[src/rtl/qbert_pkg.sv]
// Shared constants, enums and the decoded-position payload for the Q*bert cube tracker.
package qbert_pkg;

   localparam int unsigned N_CUBE_DEF = 28;
   localparam int unsigned IDX_W      = 5;

   typedef enum logic [1:0] {
      RULE_ONCE     = 2'd0,
      RULE_TWO_STEP = 2'd1,
      RULE_TOGGLE   = 2'd2
   } rule_e;

   typedef enum logic [2:0] {
      ST_IDLE   = 3'd0,
      ST_CLEAR  = 3'd1,
      ST_ARMED  = 3'd2,
      ST_WAIT   = 3'd3,
      ST_SAMPLE = 3'd4,
      ST_UPDATE = 3'd5,
      ST_DONE   = 3'd6
   } tracker_state_e;

   typedef struct packed {
      logic [IDX_W-1:0] idx;
      logic             valid;
      logic             multi;
   } cube_pos_t;

   // The reserved rule encoding behaves as ONCE.
   function automatic rule_e decode_rule(input logic [1:0] raw);
      case (raw)
         2'd1:    decode_rule = RULE_TWO_STEP;
         2'd2:    decode_rule = RULE_TOGGLE;
         default: decode_rule = RULE_ONCE;
      endcase
   endfunction

endpackage

[src/rtl/qbert_cube_index.sv]
// Combinational one-hot cube position decoder: index, any-bit-set and multi-hot flag.
module qbert_cube_index
   import qbert_pkg::*;
#(
   parameter int unsigned N_CUBE = N_CUBE_DEF
) (
   input  logic [N_CUBE-1:0] onehot,
   output cube_pos_t         pos_c
);

   always_comb begin
      pos_c = '0;
      for (int unsigned i = 0; i < N_CUBE; i++) begin
         if (onehot[IDX_W'(i)]) begin
            pos_c.multi = pos_c.multi | pos_c.valid;
            pos_c.valid = 1'b1;
            pos_c.idx   = IDX_W'(i);
         end
      end
   end

endmodule

[src/rtl/qbert_cube_tracker.sv]
// Tracks Q*bert landings, applies the level colouring rule per cube and flags level completion.
module qbert_cube_tracker
   import qbert_pkg::*;
#(
   parameter int unsigned N_CUBE = N_CUBE_DEF,
   parameter int unsigned SETTLE = 2,
   parameter int unsigned CNT_W  = 5
) (
   input  logic              CLK_33,
   input  logic              reset,
   input  logic              e_start_qb,
   input  logic              e_pause_qb,
   input  logic [1:0]        e_rule,
   input  logic              done_move,
   input  logic [3:0]        KO_qb,
   input  logic [N_CUBE-1:0] position_qb,
   output logic [N_CUBE-1:0] color_state,
   output logic [N_CUBE-1:0] mid_state,
   output logic [CNT_W-1:0]  color_cnt,
   output logic [IDX_W-1:0]  cube_idx,
   output logic              land_pulse,
   output logic              off_map,
   output logic              pos_err,
   output logic              level_done
);

   localparam int unsigned       WAIT_W    = (SETTLE > 1) ? $clog2(SETTLE) : 1;
   localparam logic [WAIT_W-1:0] WAIT_LAST = WAIT_W'(SETTLE - 1);
   localparam logic [CNT_W-1:0]  CNT_FULL  = CNT_W'(N_CUBE);

   tracker_state_e    state;
   rule_e             rule_q;
   logic              start_d;
   logic              done_d;
   logic              accept_q;
   logic [WAIT_W-1:0] wait_cnt;
   logic              start_rise_c;
   logic              done_rise_c;
   cube_pos_t         pos_c;
   logic [N_CUBE-1:0] color_nx_c;
   logic [N_CUBE-1:0] mid_nx_c;
   logic [CNT_W-1:0]  cnt_nx_c;

   assign start_rise_c = e_start_qb & ~start_d;
   assign done_rise_c  = done_move & ~done_d;

   qbert_cube_index #(.N_CUBE(N_CUBE)) u_index (
      .onehot (position_qb),
      .pos_c  (pos_c)
   );

   // Board state after applying the latched cube under the level rule; count tracks the change.
   always_comb begin
      color_nx_c = color_state;
      mid_nx_c   = mid_state;
      cnt_nx_c   = color_cnt;
      case (rule_q)
         RULE_TWO_STEP: begin
            if (!mid_state[cube_idx]) mid_nx_c[cube_idx] = 1'b1;
            else                      color_nx_c[cube_idx] = 1'b1;
         end
         RULE_TOGGLE: color_nx_c[cube_idx] = ~color_state[cube_idx];
         default:     color_nx_c[cube_idx] = 1'b1;
      endcase
      if (color_nx_c[cube_idx] && !color_state[cube_idx] && (color_cnt < CNT_FULL))
         cnt_nx_c = color_cnt + CNT_W'(1);
      else if (!color_nx_c[cube_idx] && color_state[cube_idx] && (color_cnt != '0))
         cnt_nx_c = color_cnt - CNT_W'(1);
   end

   // Landing FSM; pause freezes everything except the edge-detect history, so paused edges are lost.
   always_ff @(posedge CLK_33 or negedge reset) begin
      if (!reset) begin
         state       <= ST_IDLE;
         rule_q      <= RULE_ONCE;
         start_d     <= 1'b0;
         done_d      <= 1'b0;
         accept_q    <= 1'b0;
         wait_cnt    <= '0;
         color_state <= '0;
         mid_state   <= '0;
         color_cnt   <= '0;
         cube_idx    <= '0;
         land_pulse  <= 1'b0;
         off_map     <= 1'b0;
         pos_err     <= 1'b0;
         level_done  <= 1'b0;
      end else begin
         start_d    <= e_start_qb;
         done_d     <= done_move;
         land_pulse <= 1'b0;
         if (!e_pause_qb) begin
            if (start_rise_c) begin
               state    <= ST_CLEAR;
               accept_q <= 1'b0;
            end else begin
               case (state)
                  ST_CLEAR: begin
                     color_state <= '0;
                     mid_state   <= '0;
                     color_cnt   <= '0;
                     off_map     <= 1'b0;
                     pos_err     <= 1'b0;
                     level_done  <= 1'b0;
                     rule_q      <= decode_rule(e_rule);
                     state       <= ST_ARMED;
                  end
                  ST_ARMED: begin
                     if (done_rise_c) begin
                        wait_cnt <= '0;
                        state    <= ST_WAIT;
                     end
                  end
                  ST_WAIT: begin
                     if (wait_cnt == WAIT_LAST) state    <= ST_SAMPLE;
                     else                       wait_cnt <= wait_cnt + WAIT_W'(1);
                  end
                  ST_SAMPLE: begin
                     accept_q <= 1'b0;
                     state    <= ST_UPDATE;
                     if (!pos_c.valid) begin
                        off_map <= 1'b1;
                     end else if (pos_c.multi) begin
                        pos_err <= 1'b1;
                     end else if (KO_qb == 4'd0) begin
                        cube_idx <= pos_c.idx;
                        accept_q <= 1'b1;
                     end
                  end
                  ST_UPDATE: begin
                     accept_q <= 1'b0;
                     state    <= ST_ARMED;
                     if (accept_q) begin
                        color_state <= color_nx_c;
                        mid_state   <= mid_nx_c;
                        color_cnt   <= cnt_nx_c;
                        land_pulse  <= 1'b1;
                        if (cnt_nx_c == CNT_FULL) state <= ST_DONE;
                     end
                  end
                  ST_DONE: level_done <= 1'b1;
                  default: ;
               endcase
            end
         end
      end
   end

endmodule

[config.mk]
export PLATFORM = sky130hd
export DESIGN_NAME = qbert_cube_tracker
export DESIGN_NICKNAME = d
export VERILOG_FILES = /design/src/rtl/qbert_pkg.sv /design/src/rtl/qbert_cube_index.sv /design/src/rtl/qbert_cube_tracker.sv
export SDC_FILE = /design/constraint.sdc
export NUM_CORES = 1
export LEC_CHECK = 0
export CAP_MARGIN = 5
export CORE_MARGIN = 2
export CORE_UTILIZATION = 43
export CTS_CLUSTER_SIZE = 16
export DETAILED_ROUTE_END_ITERATION = 8
export HOLD_SLACK_MARGIN = 0.02
export PLACE_DENSITY = 0.71
export SLEW_MARGIN = 20
export SYNTH_ARGS = -nofsm -noshare
export SYNTH_HDL_FRONTEND = slang
export SYNTH_SLANG_ARGS = --single-unit
[constraint.sdc]
create_clock -name CLK_33 -period 5.95 [get_ports CLK_33]
set_input_delay 1.19 -clock CLK_33 [delete_from_list [all_inputs] [get_ports CLK_33]]
set_output_delay 1.19 -clock CLK_33 [all_outputs]
set_load 0.05 [all_outputs]
==> results by group, run 1 <==
Yosys
  • Mean instance size in the synthesized netlist: 8.41 µm²
  • Synth async-reset ratio: 1.00
  • Synth warnings: 0
  • Number of enable flip-flop cells after synthesis: 0
  • Distinct cells, synth: 85
  • Cell accounting for the most synthesized area: sky130_fd_sc_hd__dfrtp_1
  • Top cell type's share of synthesized area: 0.335
  • Post-synthesis register bit count: 79
  • Cell area after synthesis: 5910 µm²
  • Leading cell type by number of instances after synthesis: sky130_fd_sc_hd__nor2_1
  • Most frequent cells after synthesis: sky130_fd_sc_hd__nor2_1 (81), sky130_fd_sc_hd__dfrtp_1 (79), sky130_fd_sc_hd__o21ai_0 (72), sky130_fd_sc_hd__nand2_1 (63), sky130_fd_sc_hd__a21oi_1 (57)
  • Post-synthesis instance total: between 700 and 800
  • Leading post-synthesis cells by cell area: sky130_fd_sc_hd__dfrtp_1 (33%), sky130_fd_sc_hd__o21ai_0 (6.1%), sky130_fd_sc_hd__nor2_1 (5.1%), sky130_fd_sc_hd__a21oi_1 (4.8%), sky130_fd_sc_hd__nand2_1 (4.0%)
  • Number of nets produced by synthesis: 745
  • Flip-flop cell with the highest count after synthesis: sky130_fd_sc_hd__dfrtp_1
  • Sequential-to-total area share from yosys stat: 0.335

Setup path
  • CP max-delay cell: sky130_fd_sc_hd__clkdlybuf4s50_1
  • Setup slack of the most critical reg-to-reg path: between 1500 and 2000 ps
  • R2R depth: 9
  • Worst EP required: 6200 ps
  • Largest stage delay on the critical path: 510 ps
  • Cell type with the highest occurrence count on the critical path: sky130_fd_sc_hd__nand4_1
  • Crit path arrival time: 4470 ps
  • Crit end category: register
  • Critical path, cell by cell: clkdlybuf4s50_1 > nor4_4 > nand4_1 > or4_4 > maj3_2 > o22a_1 > o32a_1 > o22ai_1 > nand4_1 > nand4b_4 > o41a_1
  • Crit Path Category: in2reg
  • Launch instance of the worst register-to-register path: cube_idx[0]$_DFFE_PN0P_
  • Endpoint of the worst register-to-register path: color_state[26]$_DFFE_PN0P_
  • Startpoint type of the worst setup path: input pin
  • Largest fanout on the critical path: 9

Cells and area
  • Number of inserted filler cells in the final layout: 1255
  • Share of the core filled with cells in the final layout: 0.551
  • Share of layout cells above drive strength 1: 0.0830
  • Layout net count: 821
  • Area of all sequential standard cells: 1980 µm²
  • Multi-input combinational cell area: 3590 µm²
  • Number of standard cells in the final layout excluding fillers: around 960
  • Number of antenna cells inserted: 0
  • Area growth, synth to finish: 24.5%

Floorplan
  • Core ar.: between 10000 and 15000 µm²
  • Die span in x: 121 µm
  • Area of the die: 14700 µm²
  • Height of the die: 121 µm
  • Initial core utilization: 0.443
  • Core Rows: 42
  • I/O pin count: about 110

Worst hold path
  • Number of stages on the worst hold path: 2
  • Tightest Hold Check Type: reg2reg
  • Start point of the worst hold path: pos_err$_DFFE_PN0P_
  • End point of the most critical hold path: pos_err$_DFFE_PN0P_

Placement
  • Number of cells in the design after placement: about 940
  • Total half-perimeter wirelength after legalization and detailed placement: approximately 14000 µm
  • Port Buffers: 108
  • Routability congestion estimate: approximately 0.9

Clock tree
  • TritonCTS clock tree: done
  • Cts repair resizes: 0
  • Total clock buffers created by CTS: 9
  • Number of H-tree branching levels: 3
  • Sinks on the clock net: 79
  • Clock insertion delay at the later pin of the skew report: between 300 and 400 ps
  • Number of buffers on the longest clock path: 2
  • Post-CTS setup buffer count: 0
  • Clock root cell: sky130_fd_sc_hd__clkbuf_16
  • Hold-fix buffers at CTS: 0
  • Clock slew at reported path FFs: 70 ps

STA
  • Measured slew at the worst slew-check pin: 997 ps
  • Headroom to the max-slew limit: 0.335
  • Period Utilization, post-route: 0.709
  • RSZ-0062 raised after global routing: no
  • Min cycle time layout: 4220 ps
  • Skew final: 12.0 ps
  • Final hold violation count: 0
  • Final Max Slew Viols: 0
  • Total Negative Setup Slacks: 0 ps
  • Maximum operating frequency: between 0.2 and 0.25 GHz
  • Setup violators final: 0

Route
  • Final ANT Viol Nets: 0
  • Detailed-route wire length: 19700 µm
  • DRC viols: 0
  • Drt pass-1 iters: 5
  • Vias per inst: 6.43
  • Violation count after the first detailed-routing iteration: 694
  • Average detailed-routed wire length per instance: 20.5 µm
  • Vias: just over 6000

Pwr
  • Total power per unit cell area: 252 nW/µm²
  • Total power draw: approximately 0.0019 W
  • Pleak: 2.95 nW
  • Worst voltage drop across the vdd grid: 0.204 mV

Global routing
  • GRT Overall Usage: 0.274
  • Pin count of the biggest net entering global routing: 80
  • Grt total ovfl: 0
  • Vias in the first global route: around 6000
  • Initial antenna violation count: 0
  • First-pass GRT wire length: 31300 µm

Outcome
  • Outcome: finished clean

Job
  • Max-cap violation count: 0
==> worst max-delay path: cells and delay by family <==
kind	cells	cell delay, ps
adder cells (fa/ha/maj)	1	310
buffers and inverters	1	510
AND/OR/NAND/NOR	5	1510
AO/OA/AOI/OAI	4	930
==> worst max path at each step <==
| stage | from | to | slack (ps) | cells past startpoint |
|---|---|---|---|---|
| after floorplan | position_qb[7] | cube_idx[0]$_DFFE_PN0P_ | 2170 | 10 |
| after global placement | position_qb[9] | cube_idx[0]$_DFFE_PN0P_ | 1480 | 11 |
| after detailed placement | position_qb[3] | cube_idx[0]$_DFFE_PN0P_ | 1350 | 11 |
| after CTS | position_qb[3] | cube_idx[0]$_DFFE_PN0P_ | 1740 | 11 |
| after global routing | cube_idx[0]$_DFFE_PN0P_ | color_state[26]$_DFFE_PN0P_ | 1500 | 9 |
| final | position_qb[3] | cube_idx[0]$_DFFE_PN0P_ | 1730 | 11 |
==> layer usage <==
layer / vias up / global-route usage / part of all wire
li1: 2790 / - / -
met1: 3025 / 0.345 / 0.41
met2: 302 / 0.450 / 0.48
met3: 52 / 0.0710 / 0.077
met4: 0 / 0.108 / 0.032
met5: - / 0 / 0
==> where the power goes <==
part	internal, W	total, W	switching [W]
registers	0.000564	0.000597	0.0000323
clock network	0.000372	0.000618	0.000246
logic	0.000188	0.000641	0.000453
total	0.00112	0.00186	0.000732
==> cells by family (layout without fill, tap and decap cells) <==
group / count (synthesis) / after routing / share of synthesized area
adders and majority gates: 9 / 9 / 0.0172
DFF: 79 / 79 / 0.335
buffers and inverters: 76 / 157 / 0.0583
AOI/OAI and AO/OA: 262 / 262 / 0.293
and+or+nand+nor: 249 / 249 / 0.223
muxes: 24 / 24 / 0.0688
xor gates and xnor gates: 3 / 3 / 0.00572
==> sequential cells by signal (all words and copies together), names as in the netlist <==
signal       count
accept_q         1
color_cnt        5
color_state     28
cube_idx         5
done_d           1
land_pulse       1
level_done       1
mid_state       28
off_map          1
pos_err          1
rule_q           2
start_d          1
state            3
wait_cnt         1
==> layout by cell type (no fill, tap or decap), types with 6 or more instances in the layout <==
cell type,Yosys,final
sky130_fd_sc_hd__a22o_1,11,11
sky130_fd_sc_hd__nor2_1,81,81
sky130_fd_sc_hd__a21oi_1,57,57
sky130_fd_sc_hd__a31oi_1,26,26
sky130_fd_sc_hd__nand3b_1,8,8
sky130_fd_sc_hd__nand2_1,63,63
sky130_fd_sc_hd__o22ai_1,6,6
sky130_fd_sc_hd__nor2b_1,7,7
sky130_fd_sc_hd__mux2i_1,8,8
sky130_fd_sc_hd__o31ai_1,11,11
sky130_fd_sc_hd__inv_1,24,24
sky130_fd_sc_hd__o21ai_0,72,72
sky130_fd_sc_hd__clkdlybuf4s50_1,0,107
sky130_fd_sc_hd__mux4_1,6,6
sky130_fd_sc_hd__nand4_1,6,6
sky130_fd_sc_hd__nand3_1,15,15
sky130_fd_sc_hd__nand2b_1,11,11
sky130_fd_sc_hd__nor3_1,14,13
sky130_fd_sc_hd__dfrtp_1,79,79
sky130_fd_sc_hd__buf_4,1,8
sky130_fd_sc_hd__o211ai_1,10,10
sky130_fd_sc_hd__clkbuf_16,0,9
==> metrics by stage <==
stage	hold slack [ps]	setup WS [ps]	cell area, µm²
final	508	1730	7350
after global routing	532	1500	7350
after detailed placement	493	1350	7020
after floorplan	464	2170	5910
after global placement	482	1480	7020
after CTS	507	1740	7350
==> area by class of cell <==
class                      instances  share of cell area
clock buffer                       9              0.0306
multi-input combinational        547               0.489
tap                              176              0.0299
sequential                        79               0.269
clock inverter                     7              0.0138
inverter                          25              0.0128
timing repair buffer             116               0.155
Note: power is estimated with default switching activity, not from simulation.
==> run 2, diff against run 1 <==
Clock period 5.95 ns to 4.2 ns, I/O delays scaled along.
==> run 2 against run 1 <==
Setup slack lost 1300 ps. Non-clock buffer count grew 28. Worst hold slack lost 1.9 ps.
==> results by group, run 2 (synthesis gave the netlist of run 1 again) <==
Route
  • Final ANT Viol Nets: 0
  • Violation count after the first detailed-routing iteration: 703
  • Vias per inst: 6.21
  • Detailed-route wire length: 20000 µm
  • Vias: 6129
  • Average detailed-routed wire length per instance: roughly 20 µm
  • Drt pass-1 iters: 6
  • DRC viols: 0

Pwr
  • Sequential Power Share: 0.312
  • Internal portion of total power: between 0.0015 and 0.002 W
  • Sw Ratio: 0.379
  • Part of the total power dissipated in the clock network: 0.336
  • Total power per unit cell area: 358 nW/µm²
  • Worst voltage drop across the vdd grid: 0.303 mV
  • Switching component of the power: roughly 0.0010 W
  • Combinational group share of total power: 0.352
  • Pleak: 3.10 nW

Placement
  • Setup Slack @ Placement: 76.4 ps
  • Port Buffers: 108
  • Total half-perimeter wirelength after legalization and detailed placement: 14400 µm
  • Routability congestion estimate: 0.886

STA
  • Maximum operating frequency: around 0.26 GHz
  • Setup violators final: 0
  • Headroom to the max-slew limit: 0.380
  • Min cycle time layout: 3790 ps
  • Final Max Slew Viols: 0
  • Total Negative Setup Slacks: 0 ps
  • Smallest setup slack after layout: roughly 410 ps
  • Final hold violation count: 0
  • Worst Hold Slack: ~500 ps
  • Skew final: about 9.3 ps
  • Measured slew at the worst slew-check pin: 929 ps
  • RSZ-0062 raised after global routing: no
  • Period Utilization, post-route: 0.901

Floorplan
  • Core Rows: 42
  • Die span in x: 121 µm
  • I/O pin count: around 110
  • Core ar.: 13300 µm²
  • Height of the die: 121 µm
  • Initial core utilization: 0.443
  • Area of the die: roughly 15000 µm²

Job
  • Max-cap violation count: 0

Setup path
  • Crit path arrival time: 4020 ps
  • Worst EP required: 4440 ps
  • Crit Path Category: reg2reg
  • Startpoint type of the worst setup path: register
  • Largest fanout on the critical path: 12
  • Crit end category: register

Cells and area
  • Commonest non-fill, non-tap cell in the layout: sky130_fd_sc_hd__clkdlybuf4s50_1
  • Number of antenna cells inserted: 0
  • Share of layout cells above drive strength 1: 0.115
  • Layout net count: 849
  • Top library cells by usage in the layout, fill and taps aside: sky130_fd_sc_hd__clkdlybuf4s50_1 (107), sky130_fd_sc_hd__nor2_1 (81), sky130_fd_sc_hd__dfrtp_1 (79)
  • Regs by FF count: color_state x28, mid_state x28
  • Area growth, synth to finish: 28.4%

Clock tree
  • Clock root cell: sky130_fd_sc_hd__clkbuf_16
  • Total clock buffers created by CTS: 9
  • Clock insertion delay at the later pin of the skew report: 360 ps
  • Cts repair resizes: 0
  • Clock slew at reported path FFs: 70 ps
  • Post-CTS setup buffer count: 0
  • Sinks on the clock net: 79
  • Number of H-tree branching levels: 3
  • Hold-fix buffers at CTS: 0
  • Number of buffers on the longest clock path: 2
  • TritonCTS clock tree: done

Outcome
  • Outcome: finished clean

Global routing
  • First-pass GRT wire length: ~32000 µm
  • Grt total ovfl: 0
  • Vias in the first global route: 6067
  • GRT Overall Usage: 0.281
  • Initial antenna violation count: 0
  • Pin count of the biggest net entering global routing: 80

Worst hold path
  • Tightest Hold Check Type: reg2reg
-- run 2: cell types whose count changed in the layout (fill, tap and decap cells not counted) --
cell / before / now
sky130_fd_sc_hd__buf_4: 8 / 36
sky130_fd_sc_hd__inv_6: 3 / 1
sky130_fd_sc_hd__bufinv_16: 2 / 3
sky130_fd_sc_hd__clkinv_2: 0 / 1
-- run 2: worst paths after layout --
kind	cells past startpoint	slack, ps	endpoint	start
worst max-delay path	12	410	state[2]$_DFFE_PN0P_	cube_idx[0]$_DFFE_PN0P_
worst min-delay path	2	510	pos_err$_DFFE_PN0P_	pos_err$_DFFE_PN0P_
worst max register to register	12	410	state[2]$_DFFE_PN0P_	cube_idx[0]$_DFFE_PN0P_
worst min register to register	2	510	pos_err$_DFFE_PN0P_	pos_err$_DFFE_PN0P_
max in group asynchronous	1	3160	color_cnt[0]$_DFFE_PN0P_	reset
min in group asynchronous	1	520	mid_state[5]$_DFFE_PN0P_	reset
-- run 2: final cells by class --
| type | instances | area [µm²] |
|---|---|---|
| Sequential cell | 79 | 1980 |
| Inverter | 25 | 93.8 |
| Fill cell | 1217 | 5770 |
| Clock inverter | 7 | 119 |
| Timing Repair Buffer | 144 | 1350 |
| Tap cell | 176 | 220 |
| Clock buffer | 9 | 225 |
| Multi-Input combinational cell | 547 | 3590 |
-- run 2: power by group through the flow --
stage / Combinational (W) / Clock (W) / Sequential [W]
floorplan: 0.000578 / 0 / 0.000877
global placement: 0.000907 / 0 / 0.000856
detailed placement: 0.000925 / 0 / 0.000858
CTS: 0.000930 / 0.000928 / 0.000844
global route: 0.00103 / 0.000965 / 0.000852
finish: 0.000954 / 0.000911 / 0.000846
-- run 2: routing by layer --
| metal | vias up | GRT usage | part of all wire |
|---|---|---|---|
| met2 | 287 | 0.458 | 0.48 |
| met5 | - | 0 | 0 |
| li1 | 2848 | - | - |
| met4 | 0 | 0.108 | 0.029 |
| met1 | 2954 | 0.358 | 0.41 |
| met3 | 40 | 0.0714 | 0.076 |
-- run 2: per-stage QoR --
step	std cells	area, µm²	total power, W	utilization
2_1_floorplan	702	5910	0.00146	-
3_3_place_gp	971	7230	0.00176	0.542
3_5_place_dp	971	7230	0.00178	0.542
4_1_cts	987	7580	0.00270	0.568
5_1_grt	987	7580	0.00285	0.568
6_report	987	7580	0.00271	0.568
-- run 2: worst max-delay path, stage by stage (launching register included) --
cell and delay, ps:
sky130_fd_sc_hd__dfrtp_1 560, sky130_fd_sc_hd__buf_4 330, sky130_fd_sc_hd__mux4_1 630, sky130_fd_sc_hd__nand3_1 110, sky130_fd_sc_hd__nand4_1 240, sky130_fd_sc_hd__o21ai_2 320
sky130_fd_sc_hd__nand3_1 130, sky130_fd_sc_hd__a311oi_2 510, sky130_fd_sc_hd__nor4b_4 110, sky130_fd_sc_hd__a22o_4 280, sky130_fd_sc_hd__xnor2_2 130, sky130_fd_sc_hd__a21oi_1 60
sky130_fd_sc_hd__a41o_1 250
